File: src/rtl/regfile_sched.sv
// regfile_sched: two-requester scheduler for a 4x4-bit register file.
// Arbitrates requester 0 (core) and requester 1 (debug/loader). It sequences
// READ/WRITE/MOVE/SWAP onto the file's single write path (rf_in/rf_main_sel)
// and its read path (rf_sub_sel). The file writes reg[rf_main_sel] on every
// clock, so rf_in loops rf_main_out back whenever no write is intended.
// Optional feature: define REGFILE_SCHED_SWAP_EN to execute SWAP. Without it,
// SWAP is a no-change hold that returns rdata = 0.
//
// state | meaning
// IDLE  | selects r0 and holds it; arbitrates and latches a new request
// EXEC  | performs READ/WRITE/MOVE, or captures reg[dst] for SWAP
// SWAP2 | reg[dst] <= reg[src]
// SWAP3 | reg[src] <= saved reg[dst]
// DONE  | pulses ack for the granted requester, then returns to IDLE
module regfile_sched (
  input  logic       clk,
  input  logic       reset,
  input  logic       req0,
  input  logic       req1,
  input  logic [1:0] op0,
  input  logic [1:0] op1,
  input  logic [1:0] dst0,
  input  logic [1:0] dst1,
  input  logic [1:0] src0,
  input  logic [1:0] src1,
  input  logic [3:0] data0,
  input  logic [3:0] data1,
  output logic       ack0,
  output logic       ack1,
  output logic [3:0] rdata0,
  output logic [3:0] rdata1,
  output logic       busy,
  output logic [3:0] rf_in,
  output logic [1:0] rf_main_sel,
  output logic [1:0] rf_sub_sel,
  input  logic [3:0] rf_main_out,
  input  logic [3:0] rf_sub_out
);

  localparam logic [2:0] S_IDLE  = 3'd0;
  localparam logic [2:0] S_EXEC  = 3'd1;
`ifdef REGFILE_SCHED_SWAP_EN
  localparam logic [2:0] S_SWAP2 = 3'd2;
  localparam logic [2:0] S_SWAP3 = 3'd3;
`endif
  localparam logic [2:0] S_DONE  = 3'd4;

  localparam logic [1:0] OP_READ  = 2'b00;
  localparam logic [1:0] OP_WRITE = 2'b01;
  localparam logic [1:0] OP_MOVE  = 2'b10;
  localparam logic [1:0] OP_SWAP  = 2'b11;

  logic [2:0] state, state_nxt;
  logic [1:0] op_q, dst_q, src_q;
  logic [3:0] data_q;
  logic       gnt_q;
  logic       prio_q;
  logic       any_req;
  logic       gnt_sel;
`ifdef REGFILE_SCHED_SWAP_EN
  logic [3:0] tmp_q;
`endif

  assign any_req = req0 | req1;
  // With both requesting, the priority holder wins; otherwise whoever asks.
  assign gnt_sel = (req0 & req1) ? prio_q : req1;
  assign busy    = (state != S_IDLE);

  // Next-state decode.
  always_comb begin
    state_nxt = state;
    case (state)
      S_IDLE: if (any_req) state_nxt = S_EXEC;
`ifdef REGFILE_SCHED_SWAP_EN
      S_EXEC:  state_nxt = (op_q == OP_SWAP) ? S_SWAP2 : S_DONE;
      S_SWAP2: state_nxt = S_SWAP3;
      S_SWAP3: state_nxt = S_DONE;
`else
      S_EXEC:  state_nxt = S_DONE;
`endif
      S_DONE:  state_nxt = S_IDLE;
      default: state_nxt = S_IDLE;
    endcase
  end

  // Register-file control: hold by default, write only in an active write cycle.
  always_comb begin
    rf_main_sel = 2'b00;
    rf_sub_sel  = 2'b00;
    rf_in       = rf_main_out;
    case (state)
      S_EXEC: begin
        rf_main_sel = dst_q;
        rf_sub_sel  = src_q;
        case (op_q)
          OP_WRITE: rf_in = data_q;
          OP_MOVE:  rf_in = rf_sub_out;
          default:  rf_in = rf_main_out;
        endcase
      end
`ifdef REGFILE_SCHED_SWAP_EN
      S_SWAP2: begin
        rf_main_sel = dst_q;
        rf_sub_sel  = src_q;
        rf_in       = rf_sub_out;
      end
      S_SWAP3: begin
        rf_main_sel = src_q;
        rf_sub_sel  = src_q;
        rf_in       = tmp_q;
      end
`endif
      default: ;
    endcase
  end

  // State register.
  always_ff @(posedge clk or negedge reset) begin
    if (!reset) state <= S_IDLE;
    else        state <= state_nxt;
  end

  // Latch the granted request and hand priority to the other requester.
  always_ff @(posedge clk or negedge reset) begin
    if (!reset) begin
      op_q   <= 2'b00;
      dst_q  <= 2'b00;
      src_q  <= 2'b00;
      data_q <= 4'h0;
      gnt_q  <= 1'b0;
      prio_q <= 1'b0;
    end else if (state == S_IDLE && any_req) begin
      op_q   <= gnt_sel ? op1   : op0;
      dst_q  <= gnt_sel ? dst1  : dst0;
      src_q  <= gnt_sel ? src1  : src0;
      data_q <= gnt_sel ? data1 : data0;
      gnt_q  <= gnt_sel;
      prio_q <= ~gnt_sel;
    end
  end

  // Read results, captured at the end of EXEC for the granted requester.
  always_ff @(posedge clk or negedge reset) begin
    if (!reset) begin
      rdata0 <= 4'h0;
      rdata1 <= 4'h0;
    end else if (state == S_EXEC) begin
      if (op_q == OP_READ) begin
        if (gnt_q) rdata1 <= rf_sub_out;
        else       rdata0 <= rf_sub_out;
      end
`ifndef REGFILE_SCHED_SWAP_EN
      else if (op_q == OP_SWAP) begin
        if (gnt_q) rdata1 <= 4'h0;
        else       rdata0 <= 4'h0;
      end
`endif
    end
  end

`ifdef REGFILE_SCHED_SWAP_EN
  // Old reg[dst] is saved here so SWAP3 can write it into reg[src].
  always_ff @(posedge clk or negedge reset) begin
    if (!reset)                                tmp_q <= 4'h0;
    else if (state == S_EXEC && op_q == OP_SWAP) tmp_q <= rf_main_out;
  end
`endif

  // Registered ack pulse, high exactly while in DONE.
  always_ff @(posedge clk or negedge reset) begin
    if (!reset) begin
      ack0 <= 1'b0;
      ack1 <= 1'b0;
    end else begin
      ack0 <= (state_nxt == S_DONE) && !gnt_q;
      ack1 <= (state_nxt == S_DONE) &&  gnt_q;
    end
  end

endmodule

File: config.mk
export PLATFORM = sky130hd
export DESIGN_NAME = regfile_sched
export DESIGN_NICKNAME = d
export VERILOG_FILES = /design/src/rtl/regfile_sched.sv
export SDC_FILE = /design/constraint.sdc
export NUM_CORES = 1
export LEC_CHECK = 0
export ABC_AREA = 1
export CAP_MARGIN = 20
export CORE_MARGIN = 5
export CORE_UTILIZATION = 50
export CTS_BUF_LIST = sky130_fd_sc_hd__clkbuf_8
export DETAILED_ROUTE_END_ITERATION = 10
export DONT_BUFFER_PORTS = 1
export HOLD_SLACK_MARGIN = 0.05
export SYNTH_ARGS = -nofsm -noshare
export SYNTH_HDL_FRONTEND = slang
export SYNTH_SLANG_ARGS = --single-unit
export TNS_END_PERCENT = 20
File: constraint.sdc
create_clock -name clk -period 4 [get_ports clk]
set_clock_uncertainty 0.15 [all_clocks]
set_input_delay 0.4 -clock clk [delete_from_list [all_inputs] [get_ports clk]]
set_output_delay 0.4 -clock clk [all_outputs]
set_load 0.005 [all_outputs]
Word level (Yosys, flattened, before mapping). Cells that the tools add are included.

Bitwise operators: 3. Reduce and logical (&&, ||, !) cells: 10. Equality and inequality tests: 9. Muxes and demuxes: 19.

Operators by type and width (count): $mux 4 (10); $mux 2 (5); $ne 2x2->1 const B (4); $pmux 4 s2 (1); $reduce_and 4->1 (2); $pmux 3 s2 (1); $eq 2x2->1 const B (2); $eq 3x1->1 const B (1); $eq 3x3->1 const B (1); $logic_and 1x1->1 (3); $logic_not 3->1 (1); $mux 3 (1); $reduce_bool 3->1 (1); $eq 2x1->1 const B (1); $logic_not 2->1 (1); $reduce_bool 2->1 (1); $and 1x1->1 (1); $logic_not 1->1 (1); $mux 1 (1); $not 1->1 (1); $or 1x1->1 (1).

Register bits after elaboration: 25. Logic and storage cells: 52. Output and inout bits: 19.

Depth between registers and ports, before layout. Gate-level depths: netlist of the first run.

Depth after elaboration: 5. Mapped depth: 8. Mapped depth without buffers: 8.

Worst setup path after synthesis of the first run. Ideal clock, no wire load.

Kind: flip-flop to output port. Start: register op_q[0]. End: output rf_in[0]. Stages on the path, launching flop included: 8. Slack: 2.341 ns. Arrival: 1.109 ns. Cell sequence: dfrtp_1 > inv_1 > ha_1 > inv_1 > nand2_1 > nand2_1 > nand2_1 > nand2_1.

Word-level cells in the longest chain between the ends: 3.

RTL lines: start: declaration (line 54) `logic [1:0] op_q, dst_q, src_q;`; start signal: assignment (line 133) `op_q <= gnt_sel ? op1 : op0;`; $eq 2x2->1 or $eq 2x1->1 (tied branches) (line 95) `case (op_q)`; $pmux 4 s2 * (line 95); $mux 4 * (line 91) `case (state)`; end: declaration (line 33) `output logic [3:0] rf_in,`.

Every way passes the cells marked *; elsewhere a longest branch is shown, timed or not.

Final worst setup path of the first run.
Start: register op_q[0]. End: output rf_in[3].

The elaborated chain is that of the path after synthesis.

==> results of run 1 <==
[critical path: stages (launching register included)]
cell,delay (ns)
dfrtp_1,0.41
inv_1,0.08
ha_1,0.37
inv_1,0.15
nand2_1,0.08
nand2_1,0.07
nand2_1,0.05
nand2_1,0.08
[final timing paths]
check | startpoint | to | cells past startpoint
worst max-delay path | op_q[0] | rf_in[3] | 7
worst min-delay path | req1 | gnt_q | 2
worst max register to register | op_q[0] | rdata1[2] | 6
worst min register to register | gnt_q | ack0 | 1
max in group asynchronous | reset | dst_q[1] | 2
min in group asynchronous | reset | rdata0[2] | 1
[where the power goes]
group | internal [W] | switching [W] | total (W)
clock | 0.0000705 | 0.0000807 | 0.000151
sequential | 0.000318 | 0.0000439 | 0.000361
combinational | 0.0000652 | 0.000123 | 0.000188
total | 0.000453 | 0.000248 | 0.000701
[routing by layer]
metal,vias to the layer above,part of all wire [%],track usage [%]
li1,604,-,-
met1,507,46,18.7
met2,41,46,27.6
met3,4,7.5,3.60
met4,0,1.1,6.37
met5,-,0,0
[sequential cells by signal, summed over array words and instances (netlist names)]
register and count:
state 3, data_q 4, rdata0 4, prio_q 1, dst_q 2, rdata1 4
ack1 1, src_q 2, ack0 1, gnt_q 1, op_q 2
[through the flow]
| stage | worst slack (ns) | area (sq um) | power (W) |
|---|---|---|---|
| floorplan | 2.34 | 1370 | 0.000511 |
| global placement | 2.26 | 1380 | 0.000540 |
| detailed placement | 2.19 | 1380 | 0.000549 |
| CTS | 1.87 | 1440 | 0.000707 |
| global route | 1.77 | 1470 | 0.000763 |
| finish | 1.89 | 1470 | 0.000701 |
[cell type report]
class / instances / area (sq um) / share of cell area, %
clock inverters: 1 / 7.51 / 0.512
repair buffers: 2 / 37.5 / 2.56
well taps: 31 / 38.8 / 2.65
multi-input cells: 152 / 656 / 44.7
inverters: 16 / 60.1 / 4.10
clock buffers: 3 / 41.3 / 2.82
flip-flops and latches: 25 / 626 / 42.7
[Yosys cell counts (2+ instances only)]
cell type / count / area share, %
nand2_1: 110 / 30
dfrtp_1: 25 / 46
nand3_1: 16 / 5.8
inv_1: 15 / 4.1
nor2_1: 9 / 2.5
o21ai_0: 6 / 2.2
buf_2: 4 / 1.5
ha_1: 4 / 3.6
nor2_2: 2 / 0.91
[kinds of logic (layout without fill, tap and decap cells)]
kind of cell,count (synthesis),in the layout,synth area share [%]
compound gates,7,7,2.83
simple gates,140,140,41.0
buf+inv,21,22,6.65
other cells,1,1,0.273
flops,25,25,45.6
fa+ha+maj,4,4,3.65
[repair_timing]
action | CTS | global route
hold buffers | 1 | 0
endpoints found under the hold margin | 25 | 0
resized for setup | 0 | 0
setup buffers | 0 | 0
==> impl_metrics.toml, run 1 <==
[routing]
ant_nets = 0
drt_first_pass_iters = 4
routed_wl_mm = 2.82
via_per_inst = 5.03
dr_total_vias = 1156
wl_per_cell_um = 12.3
drc = 0
drtIter0Drc = 37

[cts]
clk_pin_slew_ns = 0.09
cts_max_level = 1
clkSinkCount = 25
cts_buffers = 3
max-clock-path-buffers = 2
cts-root-buf = "clkbuf_8"
cts_tree = "yes"
clk_latency_ns = 0.27

[setup_path]
crit_arrival_ns = 1.56
setup.worst_path.end_class = "output port"
ff2ff_setup_slack_ns = 2.23
critPathLaunchType = "flip-flop"
crit_fanout = 6
crit_type = "reg2out"
critPathRequiredTime_ns = 3.45

[worst_hold_path]
hold_path.class = "in2reg"

[global_routing]
grt_pass1_vias = 1226
grt_max_degree = 26
grt_pass1_wl_mm = 5.14
gr-total-overflow = 0
antenna_found_initial = 0
track_usage_pct = 15.9

[cells_and_area]
antennaDiodeCount = 0
syn_to_final_growth_pct = 6.84
nets = 236
fin_util_pct = 54.6
final_cell_mix = "nand2_1 (110), dfrtp_1 (25), nand3_1 (16)"
layout_commonest_cell = "nand2_1"
final_cells = 230
drive_gt1_share_pct = 5.53
nFillCells = 277

[placed_design]
place_congestion = 0.848
dp.cells = 224
hpwlAfterDp_mm = 2.26
port-buffer-count = 0

[synth]
syn-instance-count = 198
synth_flop_cell = "dfrtp_1"
ys_async_sr_fraction_pct = 100
yosysUniqueCellTypes = 16
synth.avg_cell_area_sq_um = 6.93
ys_warn_count = 0
synth_edf_count = 0
syn_area_sq_um = 1370
seq_area_frac_synth_pct = 45.6
synth-seq-cells = 25
syn_nets = 234

[power_and_ir_drop]
leakagePower_nw = 0.852
powerDensity_nw_per_um2 = 478
peakVddDrop_v = 0.000299

[run]
drv_cap = 0

[sta]
setup_violations = 0
timing.fmax_mhz = 473
finalHoldViolCount = 0
max_slew_margin_pct = 62.2
slew_violations = 0
fin_tns_setup_ns = 0
fin_crit_ns = 2.11
worst_pin_slew_ns = 0.565
grt_setup_unrepaired = "no"
whs_ns = 0.164
period_share_pct = 52.8

[die]
core-area_sq_um = 2690
initial_core_util_pct = 51.1
row_count = 19
die_area_sq_um = 3890
fp.dieW_um = 62.4
io_pins = 51
die_h_um = 62.4

[status]
status = "complete, no violations"
Power figures use the tool's default switching activity.
==> run 2, diff against run 1 <==
--- a/config.mk
+++ b/config.mk
@@ -13,6 +13,7 @@
 export DETAILED_ROUTE_END_ITERATION = 10
 export DONT_BUFFER_PORTS = 1
 export HOLD_SLACK_MARGIN = 0.05
+export PLACE_DENSITY = 0.68
 export SYNTH_ARGS = -nofsm -noshare
 export SYNTH_HDL_FRONTEND = slang
 export SYNTH_SLANG_ARGS = --single-unit
==> constraint.sdc (replaced) <==
create_clock -name clk -period 1.72 [get_ports clk]
set_clock_uncertainty 0.15 [all_clocks]
set_input_delay 0.172 -clock clk [delete_from_list [all_inputs] [get_ports clk]]
set_output_delay 0.172 -clock clk [all_outputs]
set_load 0.005 [all_outputs]
==> impl_metrics.toml, run 2 (synthesis results as in run 1) <==
[sta]
slew_violations = 0
max_slew_margin_pct = 66.7
fin_tns_setup_ns = 0
period_share_pct = 95.6
whs_ns = 0.157
timing.fmax_mhz = 608
worst_pin_slew_ns = 0.499
grt_setup_unrepaired = "yes"
fin_crit_ns = 1.64
finalHoldViolCount = 0
setup_violations = 0

[run]
drv_cap = 0

[die]
row_count = 19
fp.dieW_um = 62.4
die_area_sq_um = 3890
io_pins = 51
die_h_um = 62.4
initial_core_util_pct = 51.1
core-area_sq_um = 2690

[global_routing]
grt_max_degree = 26
grt_pass1_vias = 1390
gr-total-overflow = 0
antenna_found_initial = 0
grt_pass1_wl_mm = 6.24
track_usage_pct = 19.1

[power_and_ir_drop]
p_switching_w = 0.000625
p_total_w = 0.00179
powerDensity_nw_per_um2 = 977
clock_power_share_pct = 18.6
peakVddDrop_v = 0.000699
leakagePower_nw = 0.996
power_frac_seq_pct = 47.0
p_int_w = 0.00116
combinationalPowerShare_pct = 34.4
switching_share_pct = 34.9

[setup_path]
critPathLaunchType = "flip-flop"
crit_arrival_ns = 1.32
crit_fanout = 6
critPathRequiredTime_ns = 1.40
setup.worst_path.end_class = "output port"
crit_type = "reg2out"
ff2ff_setup_slack_ns = 0.22

[placed_design]
hpwlAfterDp_mm = 2.30
port-buffer-count = 0
place_congestion = 0.892

[cts]
cts_tree = "yes"
clkSinkCount = 25
cts_max_level = 1
clk_pin_slew_ns = 0.08
cts-root-buf = "clkbuf_8"
max-clock-path-buffers = 2
cts_buffers = 3
clk_latency_ns = 0.26

[routing]
routed_wl_mm = 3.57
drt_first_pass_iters = 5
drtIter0Drc = 69
dr_total_vias = 1327
drc = 0
wl_per_cell_um = 13.6
via_per_inst = 5.06
ant_nets = 0

[status]
status = "complete, no violations"

[cells_and_area]
nets = 268
layout_commonest_cell = "nand2_1"
drive_gt1_share_pct = 10.8
nFillCells = 234
reg_top3 = "data_q (4), rdata0 (4), rdata1 (4)"
syn_to_final_growth_pct = 33.5
fin_util_pct = 68.2
final_cell_mix = "nand2_1 (109), dlygate4sd3_1 (27), dfrtp_1 (25)"
antennaDiodeCount = 0

[worst_hold_path]
hold_path.class = "in2async"
run 2: final cells by class:
cell class	instances	area, sq um	share of cell area (%)
Clock inverter	1	5.00	0.273
Clock buffer	3	41.3	2.25
Timing Repair Buffer	34	350	19.1
Multi-Input combinational cell	152	708	38.7
Sequential cell	25	626	34.2
Tap cell	31	38.8	2.12
Inverter	16	62.6	3.42
run 2: metal layers:
metal / vias to the layer above / global-route usage (%) / share of wire (%)
met5: - / 0 / 0
met4: 0 / 5.57 / 0.76
met3: 2 / 3.24 / 7.8
met2: 49 / 34.8 / 52
met1: 607 / 22.8 / 40
li1: 669 / - / -
run 2: power by group through the flow:
| stage | clock network [W] | logic, W | registers [W] |
|---|---|---|---|
| floorplan | 0 | 0.000362 | 0.000827 |
| global placement | 0 | 0.000421 | 0.000851 |
| detailed placement | 0 | 0.000448 | 0.000857 |
| CTS | 0.000348 | 0.000564 | 0.000839 |
| global route | 0.000384 | 0.000705 | 0.000864 |
| finish | 0.000333 | 0.000616 | 0.000840 |
run 2: per-stage QoR:
step	instance area (sq um)	instances	setup slack, ns
4_1_cts	1760	261	0.0113
5_1_grt	1830	262	-0.0437
3_3_place_gp	1410	228	0.223
2_1_floorplan	1370	198	0.207
6_report	1830	262	0.0752
3_5_place_dp	1410	228	0.163
run 2: worst max-delay path, stage by stage (launching register included):
cell     delay [ns]
dfrtp_1        0.41
inv_2          0.11
ha_4           0.23
inv_4          0.07
nand2_1        0.05
nand2_1        0.06
nand2_1        0.05
nand2_1        0.08
run 2: repair_timing:
action | CTS | global route
hold buffers | 27 | 0
setup endpoints to repair | 8 | 8
pin swaps | 0 | 3
endpoints found under the hold margin | 45 | 0
setup buffers | 2 | 0
resized for setup | 3 | 11
run 2: worst paths after layout:
kind                          from         to  cells past startpoint
max in group asynchronous    reset   src_q[0]                      2
setup reg to reg           op_q[0]  rdata1[2]                      6
hold reg to reg              gnt_q       ack0                      1
min in group clk              req0      gnt_q                      4
setup / recovery           op_q[1]   rf_in[2]                      7
hold / removal               reset  rdata0[2]                      1
==> run 3, diff against run 2 <==
--- a/config.mk
+++ b/config.mk
@@ -8,12 +8,11 @@
 export ABC_AREA = 1
 export CAP_MARGIN = 20
 export CORE_MARGIN = 5
-export CORE_UTILIZATION = 50
+export CORE_UTILIZATION = 35
 export CTS_BUF_LIST = sky130_fd_sc_hd__clkbuf_8
 export DETAILED_ROUTE_END_ITERATION = 10
 export DONT_BUFFER_PORTS = 1
 export HOLD_SLACK_MARGIN = 0.05
-export PLACE_DENSITY = 0.68
 export SYNTH_ARGS = -nofsm -noshare
 export SYNTH_HDL_FRONTEND = slang
 export SYNTH_SLANG_ARGS = --single-unit
==> impl_metrics.toml, run 3 (synthesis results as in run 1) <==
[status]
status = "complete, no violations"

[routing]
drc = 0
drt_first_pass_iters = 4
via_per_inst = 4.63
wl_per_cell_um = 13.0
routed_wl_mm = 3.63
drtIter0Drc = 33
ant_nets = 0
dr_total_vias = 1297

[cells_and_area]
nets = 269
drive_gt1_share_pct = 12.5
fin_area_sq_um = 1850
antennaDiodeCount = 0
reg_top3 = "data_q (4), rdata0 (4), rdata1 (4)"
final_cell_mix = "nand2_1 (108), dlygate4sd3_1 (26), dfrtp_1 (24)"
layout_commonest_cell = "nand2_1"
syn_to_final_growth_pct = 35.0

[cts]
clk_pin_slew_ns = 0.09
cts-root-buf = "clkbuf_8"
cts_max_level = 1
clk_latency_ns = 0.26
clkSinkCount = 25
max-clock-path-buffers = 2
cts_buffers = 3
cts_tree = "yes"

[setup_path]
critPathLaunchType = "flip-flop"
critPathRequiredTime_ns = 1.40
setup.worst_path.end_class = "output port"
crit_fanout = 6
crit_type = "reg2out"
crit_arrival_ns = 1.37

[worst_hold_path]
hold_path.class = "in2async"

[global_routing]
gr-total-overflow = 0
grt_max_degree = 26
track_usage_pct = 14.4
antenna_found_initial = 0
grt_pass1_wl_mm = 5.97
grt_pass1_vias = 1311

[sta]
finalHoldViolCount = 0
period_share_pct = 98.6
timing.fmax_mhz = 589
postLayoutSetupSlackWorst_ns = 0.0234
fin_crit_ns = 1.70
grt_setup_unrepaired = "yes"
setup_violations = 0
slew_violations = 0

[placed_design]
hpwlAfterDp_mm = 2.39
place_ws_ns = 0.0420
port-buffer-count = 0
place_congestion = 0.819
dpl-instance-area_sq_um = 1430

[power_and_ir_drop]
leakagePower_nw = 1.00
peakVddDrop_v = 0.000389
powerDensity_nw_per_um2 = 965

[run]
drv_cap = 0

[die]
core-area_sq_um = 3740
row_count = 22
die_area_sq_um = 5270
io_pins = 51
initial_core_util_pct = 36.7
die_h_um = 72.6
fp.dieW_um = 72.6
-- run 3: per-stage QoR --
| stage | util [%] | instances | TNS [ns] | total power [W] | hold WS [ns] |
|---|---|---|---|---|---|
| after floorplan | - | 198 | 0 | 0.00119 | -0.274 |
| after global placement | 38.2 | 245 | 0 | 0.00129 | -0.273 |
| after detailed placement | 38.2 | 245 | 0 | 0.00130 | -0.273 |
| after CTS | 47.8 | 277 | 0 | 0.00174 | 0.175 |
| after global routing | 49.5 | 280 | -0.188 | 0.00193 | 0.208 |
| final | 49.5 | 280 | 0 | 0.00179 | 0.181 |
-- run 3: power breakdown --
group          switching [W]  total, W  internal, W
logic               0.000345  0.000609     0.000264
clock network       0.000177  0.000336     0.000159
registers           0.000103  0.000843     0.000739
-- run 3: layout make-up --
cell class              instances  area, sq um
clock buffers                   3         41.3
repair buffers                 35          345
clock inverters                 1         3.75
multi-input cells             152          713
fillers                       376         1890
flip-flops and latches         25          627
well taps                      48         60.1
inverters                      16         62.6
-- run 3: worst max-delay path: stages (launching register included) --
cell	delay, ns
dfrtp_1	0.43
inv_2	0.12
ha_4	0.24
inv_4	0.07
nand2_1	0.05
nand2_1	0.06
nand2_1	0.05
nand2_1	0.09
-- run 3: final timing paths --
kind / depth (start not counted) / slack [ns] / end / startpoint
min: 2 / 0.18 / rdata0[1] / reset
max reg2reg: 6 / 0.17 / rdata1[1] / op_q[0]
max: 7 / 0.02 / rf_in[3] / op_q[0]
min in group clk: 4 / 0.19 / gnt_q / req0
min reg2reg: 1 / 0.28 / ack0 / gnt_q
max in group asynchronous: 2 / 1.08 / op_q[1] / reset
-- run 3: what timing repair did --
item | 4_1_cts | 5_1_grt
hold endpoints to repair | 45 | 0
endpoints found under the setup margin | 8 | 13
setup buffers | 0 | 3
hold buffers | 28 | 0
gates resized for setup | 6 | 11
pin swaps | 0 | 1
-- run 3: routing by layer --
| metal | GRT usage, % | wire, um | vias up |
|---|---|---|---|
| met4 | 5.33 | 36 | 0 |
| met3 | 4.13 | 307 | 4 |
| met1 | 18.5 | 1640 | 574 |
| li1 | - | - | 668 |
| met2 | 22.8 | 1640 | 51 |
| met5 | 0 | 0 | - |
